File: src/rtl/gate_list_exec_if.sv
// Bundle between the CPU config bus / time source and the gate list executor.
// The master drives writes and time; the slave (executor) drives gate state and status.
interface gate_list_exec_if #(
    parameter int IDX_W  = 4,
    parameter int GATE_W = 8
);
    logic              cpu_wr_b;
    logic [11:0]       cpu_addr;
    logic [15:0]       cpu_data_in;
    logic [63:0]       timestamp;
    logic [GATE_W-1:0] gate_state;
    logic [IDX_W-1:0]  cur_index;
    logic              run;
    logic              cfg_err;
    logic [1:0]        fsm_state;  // debug view: 0 idle, 1 err, 2 wait, 3 run

    // Writes are unconditional strobes: one register write per clk while cpu_wr_b is low, no back-pressure.
    modport master (
        output cpu_wr_b, cpu_addr, cpu_data_in, timestamp,
        input  gate_state, cur_index, run, cfg_err, fsm_state
    );

    modport slave (
        input  cpu_wr_b, cpu_addr, cpu_data_in, timestamp,
        output gate_state, cur_index, run, cfg_err, fsm_state
    );
endinterface

File: src/rtl/gate_list_exec.sv
// TSN gate control list executor: walks the programmed list once per cycle time
// against the free-running ns timestamp and drives the registered per-queue gate vector.
module gate_list_exec #(
    parameter int ENTRY_NUM = 16,
    parameter int IDX_W     = 4,
    parameter int GATE_W    = 8
) (
    input logic             clk,
    input logic             rst,
    gate_list_exec_if.slave bus
);

    typedef enum logic [1:0] {
        S_IDLE = 2'd0,
        S_ERR  = 2'd1,
        S_WAIT = 2'd2,
        S_RUN  = 2'd3
    } state_t;

    state_t            state_q, state_d;
    logic              enable_q, restart_q;
    logic [GATE_W-1:0] admin_q;
    logic [IDX_W:0]    len_q;
    logic [63:0]       base_q;
    logic [31:0]       cycle_q;
    logic [GATE_W-1:0] gate_mem [ENTRY_NUM];
    logic [31:0]       ival_mem [ENTRY_NUM];

    logic [63:0]       cyc_start_q, cyc_start_d;
    logic [63:0]       ent_end_q, ent_end_d;
    logic [IDX_W-1:0]  idx_q, idx_d;
    logic [GATE_W-1:0] cur_gate_q, cur_gate_d;
    logic [GATE_W-1:0] gate_state_q, gate_state_d;
    logic              cfg_err_q, cfg_err_d;

    logic              wr_en, ent_hit, last_entry;
    logic [11:0]       ent_off;
    logic [9:0]        ent_sel;
    logic [IDX_W-1:0]  ent_idx, nxt_idx;
    logic [63:0]       cyc_end, ts;

    assign wr_en   = ~bus.cpu_wr_b;
    assign ts      = bus.timestamp;
    assign ent_off = bus.cpu_addr - 12'h100;
    assign ent_sel = ent_off[11:2];
    assign ent_idx = ent_sel[IDX_W-1:0];
    // Entry i occupies three words at 0x100+4*i; the fourth word and indices past the table are holes.
    assign ent_hit = wr_en && (bus.cpu_addr >= 12'h100) && (ent_sel < 10'(ENTRY_NUM))
                     && (ent_off[1:0] != 2'd3);

    always_ff @(posedge clk or posedge rst) begin
        if (rst) begin
            enable_q  <= 1'b0;
            restart_q <= 1'b0;
            admin_q   <= '0;
            len_q     <= '0;
            base_q    <= '0;
            cycle_q   <= '0;
            for (int i = 0; i < ENTRY_NUM; i++) begin
                gate_mem[i] <= '0;
                ival_mem[i] <= '0;
            end
        end else begin
            restart_q <= 1'b0;
            if (wr_en) begin
                case (bus.cpu_addr)
                    12'h000: begin
                        enable_q  <= bus.cpu_data_in[0];
                        restart_q <= bus.cpu_data_in[1];
                    end
                    12'h001: admin_q        <= bus.cpu_data_in[GATE_W-1:0];
                    12'h002: len_q          <= bus.cpu_data_in[IDX_W:0];
                    12'h004: base_q[15:0]   <= bus.cpu_data_in;
                    12'h005: base_q[31:16]  <= bus.cpu_data_in;
                    12'h006: base_q[47:32]  <= bus.cpu_data_in;
                    12'h007: base_q[63:48]  <= bus.cpu_data_in;
                    12'h008: cycle_q[15:0]  <= bus.cpu_data_in;
                    12'h009: cycle_q[31:16] <= bus.cpu_data_in;
                    default: ;
                endcase
            end
            if (ent_hit) begin
                case (ent_off[1:0])
                    2'd0:    gate_mem[ent_idx]        <= bus.cpu_data_in[GATE_W-1:0];
                    2'd1:    ival_mem[ent_idx][15:0]  <= bus.cpu_data_in;
                    2'd2:    ival_mem[ent_idx][31:16] <= bus.cpu_data_in;
                    default: ;
                endcase
            end
        end
    end

    always_ff @(posedge clk or posedge rst) begin
        if (rst) begin
            state_q      <= S_IDLE;
            cyc_start_q  <= '0;
            ent_end_q    <= '0;
            idx_q        <= '0;
            cur_gate_q   <= '0;
            gate_state_q <= {GATE_W{1'b1}};
            cfg_err_q    <= 1'b0;
        end else begin
            state_q      <= state_d;
            cyc_start_q  <= cyc_start_d;
            ent_end_q    <= ent_end_d;
            idx_q        <= idx_d;
            cur_gate_q   <= cur_gate_d;
            gate_state_q <= gate_state_d;
            cfg_err_q    <= cfg_err_d;
        end
    end

    assign cyc_end    = cyc_start_q + {32'd0, cycle_q};
    assign nxt_idx    = idx_q + IDX_W'(1);
    // Also stop at the table end so an oversized LIST_LEN cannot wrap the index.
    assign last_entry = (({1'b0, idx_q} + (IDX_W + 1)'(1)) >= len_q)
                        || (idx_q == IDX_W'(ENTRY_NUM - 1));

    always_comb begin
        state_d     = state_q;
        cyc_start_d = cyc_start_q;
        ent_end_d   = ent_end_q;
        idx_d       = idx_q;
        cur_gate_d  = cur_gate_q;
        cfg_err_d   = cfg_err_q;
        if (!enable_q) begin
            state_d   = S_IDLE;
            idx_d     = '0;
            cfg_err_d = 1'b0;
        end else begin
            case (state_q)
                S_IDLE: begin
                    if (cycle_q == 32'd0 || len_q == '0) begin
                        state_d   = S_ERR;
                        cfg_err_d = 1'b1;
                    end else begin
                        state_d     = S_WAIT;
                        cyc_start_d = base_q;
                    end
                end
                S_ERR: ;
                S_WAIT: begin
                    if (restart_q) begin
                        cyc_start_d = base_q;
                    end else if (ts < cyc_start_q) begin
                        state_d = S_WAIT;
                    end else if (ts >= cyc_end) begin
                        cyc_start_d = cyc_end;
                    end else begin
                        state_d    = S_RUN;
                        idx_d      = '0;
                        ent_end_d  = cyc_start_q + {32'd0, ival_mem[0]};
                        cur_gate_d = gate_mem[0];
                    end
                end
                S_RUN: begin
                    if (restart_q) begin
                        state_d     = S_WAIT;
                        cyc_start_d = base_q;
                        idx_d       = '0;
                    end else if (ts >= cyc_end) begin
                        cyc_start_d = cyc_end;
                        idx_d       = '0;
                        ent_end_d   = cyc_end + {32'd0, ival_mem[0]};
                        cur_gate_d  = gate_mem[0];
                    end else if (ts >= ent_end_q && !last_entry) begin
                        idx_d      = nxt_idx;
                        ent_end_d  = ent_end_q + {32'd0, ival_mem[nxt_idx]};
                        cur_gate_d = gate_mem[nxt_idx];
                    end
                end
                default: state_d = S_IDLE;
            endcase
        end
    end

    always_comb begin
        gate_state_d = (state_q == S_RUN) ? cur_gate_q : admin_q;
    end

    assign bus.gate_state = gate_state_q;
    assign bus.cur_index  = idx_q;
    assign bus.run        = (state_q == S_RUN);
    assign bus.cfg_err    = cfg_err_q;
    assign bus.fsm_state  = state_q;

endmodule
File: src/flat_wrapper.sv
// flat-port wrapper written by rule: the top's interface ports become plain ports
module gate_list_exec_flat 
#(
    parameter int ENTRY_NUM = 16,
    parameter int IDX_W     = 4,
    parameter int GATE_W    = 8
)
  (clk, rst, bus_cpu_wr_b, bus_cpu_addr, bus_cpu_data_in, bus_timestamp, bus_gate_state, bus_cur_index, bus_run, bus_cfg_err, bus_fsm_state);
  gate_list_exec_if #(.IDX_W(IDX_W), .GATE_W(GATE_W)) bus_i ();
  input logic clk;
  input logic rst;
  input wire logic [$bits(bus_i.cpu_wr_b)-1:0] bus_cpu_wr_b;
  input wire logic [$bits(bus_i.cpu_addr)-1:0] bus_cpu_addr;
  input wire logic [$bits(bus_i.cpu_data_in)-1:0] bus_cpu_data_in;
  input wire logic [$bits(bus_i.timestamp)-1:0] bus_timestamp;
  output wire logic [$bits(bus_i.gate_state)-1:0] bus_gate_state;
  output wire logic [$bits(bus_i.cur_index)-1:0] bus_cur_index;
  output wire logic [$bits(bus_i.run)-1:0] bus_run;
  output wire logic [$bits(bus_i.cfg_err)-1:0] bus_cfg_err;
  output wire logic [$bits(bus_i.fsm_state)-1:0] bus_fsm_state;
  assign bus_i.cpu_wr_b = bus_cpu_wr_b;
  assign bus_i.cpu_addr = bus_cpu_addr;
  assign bus_i.cpu_data_in = bus_cpu_data_in;
  assign bus_i.timestamp = bus_timestamp;
  assign bus_gate_state = bus_i.gate_state;
  assign bus_cur_index = bus_i.cur_index;
  assign bus_run = bus_i.run;
  assign bus_cfg_err = bus_i.cfg_err;
  assign bus_fsm_state = bus_i.fsm_state;
  gate_list_exec #(.ENTRY_NUM(ENTRY_NUM), .IDX_W(IDX_W), .GATE_W(GATE_W)) u_core (.clk(clk), .rst(rst), .bus(bus_i));
endmodule
File: config.mk
export PLATFORM = sky130hd
export DESIGN_NAME = gate_list_exec_flat
export DESIGN_NICKNAME = d
export VERILOG_FILES = /design/src/rtl/gate_list_exec_if.sv /design/src/rtl/gate_list_exec.sv /design/src/flat_wrapper.sv
export SDC_FILE = /design/constraint.sdc
export NUM_CORES = 2
export LEC_CHECK = 0
export CAP_MARGIN = 5
export CORE_UTILIZATION = 60
export CTS_BUF_LIST = sky130_fd_sc_hd__clkbuf_16
export CTS_CLUSTER_DIAMETER = 120
export CTS_CLUSTER_SIZE = 20
export DETAILED_ROUTE_END_ITERATION = 12
export HOLD_SLACK_MARGIN = 0.06
export PLACE_DENSITY = 0.87
export SYNTH_ARGS = -nofsm -noshare
export SYNTH_HDL_FRONTEND = slang
export SYNTH_SLANG_ARGS = --single-unit
File: constraint.sdc
create_clock -name clk -period 40.1 [get_ports clk]
set_input_delay 12.03 -clock clk [delete_from_list [all_inputs] [get_ports clk]]
set_output_delay 12.03 -clock clk [all_outputs]
set_load 0.005 [all_outputs]
==> results.json <==
{
  "status": "complete, no violations",
  "hold_start": "u_core.cur_gate_q[7]",
  "drtIter0Drc": 4825,
  "clkTransAtPathRegs_ns": 0.09,
  "globalplace.congestion": 1.003,
  "cp-startpoint": "bus_timestamp[49]",
  "overflow": 0,
  "netlist.area_leader.share_pct": 41.36,
  "port_buffers": 110,
  "synth_area_leaders": "dfrtp_1, mux2_2, ha_1, mux4_2, nand2_1",
  "drv_cap": 0,
  "die_area_mm2": 0.09135,
  "post_cts_buffers": 0,
  "numCtsBuffers": 51,
  "detail_route.vias_per_cell": 6.852,
  "fp.dieW_um": 302.2,
  "rows": 109,
  "dp_hpwl_mm": 111.8,
  "worstHoldPathType": "flop to flop",
  "fin_hold_ws_ns": 0.4887,
  "grt_pass1_wl_mm": 243.7,
  "p_per_area_mw_per_mm2": 26.88,
  "ctsResizeCount": 0,
  "yosys_most_used_dff": "dfrtp_1",
  "r2r_start": "u_core.cyc_start_q[0]",
  "start_util_pct": 60.92,
  "yosys.cell_count.top_type": "dfrtp_1",
  "cts_tree": "done",
  "path_max_fanout": 75,
  "fin_worst_skew_ns": 0.06816,
  "leakage_nw": 27.16,
  "crit_arrival_ns": 18.24,
  "grt_max_degree": 192,
  "holdBufCountCts": 0,
  "end_kind": "flop",
  "root_buffer": "clkbuf_16",
  "avgSynthCellArea_um2": 10.94,
  "critical_path.endpoint": "u_core.ent_end_q[63]",
  "ys_warn_count": 0,
  "vias": 41480,
  "crit_required_ns": 40.63,
  "fmax_mhz": 56.46,
  "finalCriticalPeriod_ns": 17.71,
  "ant_nets": 0,
  "cts.htree.levels": 2,
  "area.growth.synth_to_final_pct": 6.063,
  "route.detailed.drc": 0,
  "grt_pass1_vias": 41110,
  "startpoint_type": "primary input",
  "clk_latency_ns": 0.69,
  "slew-limit-headroom_pct": 3.645,
  "synth_area_mm2": 0.05409,
  "firstDrtPassIters": 6,
  "finalCritPeriodShare_pct": 44.17,
  "synth_nets": 5377,
  "io_pins": 111,
  "clockBufferDepth": 3,
  "wirelength_mm": 158.8,
  "grt_usage_pct": 34.84,
  "final_util_pct": 64.61,
  "drive_gt1_share_pct": 22.47,
  "antenna_found_initial": 5,
  "ys_seq_area_share_pct": 41.75,
  "worst_pin_slew_ns": 1.434,
  "hold_viol": 0,
  "r2r_cells": 27,
  "synth_cells": 4946,
  "setup_tns_ns": 0,
  "ys_types": 89,
  "slew_viol_final": 0,
  "rrSetupSlack_ns": 30.80,
  "ir_worst_vdd_mv": 0.03889,
  "netlist_top_cells_count": "dfrtp_1, mux2_2, nand2_1",
  "path_class": "primary input to flop",
  "dp.cells": 5985,
  "yosys.area.top_type": "dfrtp_1",
  "rsz0062_at_grt": "no",
  "final_cells": 6053,
  "nNetsFinal": 5304,
  "core-area_mm2": 0.08878,
  "cts.sinks": 902,
  "ys_seq_elements": 902,
  "wl_per_cell_um": 26.24,
  "r2r_end": "u_core.ent_end_q[57]",
  "setup_violations": 0,
  "fp.dieH_um": 302.2,
  "synthArstFlopShare_pct": 100.0,
  "synth_edf_count": 0
}
## flip-flops by register name, summed over array words and instances (netlist names)
name / flops
u_core.bus.cur_index: 4
u_core.admin_q: 8
u_core.ent_end_q: 64
u_core.enable_q: 1
u_core.bus.fsm_state: 2
u_core.bus.gate_state: 8
u_core.gate_mem: 128
u_core.cycle_q: 32
u_core.bus.cfg_err: 1
u_core.base_q: 64
u_core.restart_q: 1
u_core.len_q: 5
u_core.cyc_start_q: 64
u_core.ival_mem: 512
u_core.cur_gate_q: 8
## per-layer routing
metal | vias to the layer above | track usage, % | wire length [µm]
met5 | - | 0 | 54
met4 | 8 | 16.10 | 8026
met3 | 478 | 7.994 | 17830
met2 | 2367 | 53.47 | 71530
met1 | 20750 | 47.23 | 61390
li1 | 17880 | - | -
## layout make-up
type / instances / area, µm²
clock inverters: 16 / 145.1
well taps: 1165 / 1458
clock buffers: 51 / 1276
multi-input cells: 3548 / 29660
fillers: 6431 / 31420
repair buffers: 158 / 1431
inverters: 212 / 803.3
flip-flops and latches: 902 / 22590
diodes: 1 / 2.502
## cell usage in the layout, fill, tap and decap left out, types with 59 or more instances in the layout
| cell type | synthesis | final |
|---|---|---|
| nand3_1 | 59 | 59 |
| xnor2_1 | 156 | 155 |
| o21ai_0 | 213 | 213 |
| clkdlybuf4s50_1 | 0 | 94 |
| nand2_1 | 457 | 457 |
| nor3_1 | 59 | 59 |
| inv_1 | 210 | 219 |
| dfrtp_1 | 894 | 893 |
| and3_1 | 65 | 65 |
| nand4_1 | 67 | 67 |
| mux2_2 | 763 | 763 |
| ha_1 | 332 | 330 |
| nor2_1 | 218 | 217 |
| a21oi_1 | 280 | 280 |
| mux4_2 | 160 | 160 |
| a21o_1 | 79 | 79 |
| a211oi_1 | 59 | 59 |
## where the power goes
| part | internal [W] | switching [W] | total, W |
|---|---|---|---|
| Combinational | 0.0000246 | 0.0000608 | 0.0000854 |
| Clock | 0.000232 | 0.000311 | 0.000543 |
| Sequential | 0.000912 | 0.00000218 | 0.000914 |
| Total | 0.00117 | 0.000374 | 0.00154 |
## worst max-delay path: stages
cell and delay (ns):
clkdlybuf4s50_1 0.46, ha_1 0.34, a21o_1 0.18, a21o_1 0.17
a2111oi_0 0.42, o31ai_1 0.12, a2111oi_0 0.48, nor2_1 0.17
or3_1 0.46, or3_1 0.40, buf_4 0.28, o32ai_1 0.45
nand4_1 0.82, buf_4 0.64, nor2_1 0.61, a211oi_1 0.15
## worst min-delay path by stage
| stage | cells after the start | slack, ns | endpoint |
|---|---|---|---|
| 2_1_floorplan | 2 | 0.44 | u_core.cur_gate_q[0] |
| 3_3_place_gp | 2 | 0.46 | u_core.cur_gate_q[6] |
| 3_5_place_dp | 2 | 0.47 | u_core.cur_gate_q[7] |
| 4_1_cts | 2 | 0.49 | u_core.cur_gate_q[7] |
| 5_1_grt | 1 | 0.52 | u_core.base_q[41] |
| 6_report | 2 | 0.49 | u_core.cur_gate_q[7] |
## logic make-up after synthesis
group | Yosys count | share of synthesized area (%)
adder cells (fa/ha/maj) | 336 | 7.828
buffers and inverters | 496 | 3.514
flip-flops | 902 | 41.75
XOR/XNOR | 203 | 3.287
multiplexers | 928 | 22.64
AND/OR/NAND/NOR | 1124 | 9.859
AO/OA/AOI/OAI | 957 | 11.12
## per-stage QoR
| step | power [W] | cell area (µm²) | setup WS [ns] |
|---|---|---|---|
| 6_report | 0.001542 | 57370 | 22.39 |
| 5_1_grt | 0.001582 | 57360 | 22.00 |
| 4_1_cts | 0.001542 | 57360 | 22.46 |
| 3_5_place_dp | 0.001016 | 55940 | 21.75 |
| 3_3_place_gp | 0.001013 | 55940 | 21.89 |
| 2_1_floorplan | 0.0009793 | 54090 | 2.726 |
No activity file was read; power rests on OpenSTA's default activity.
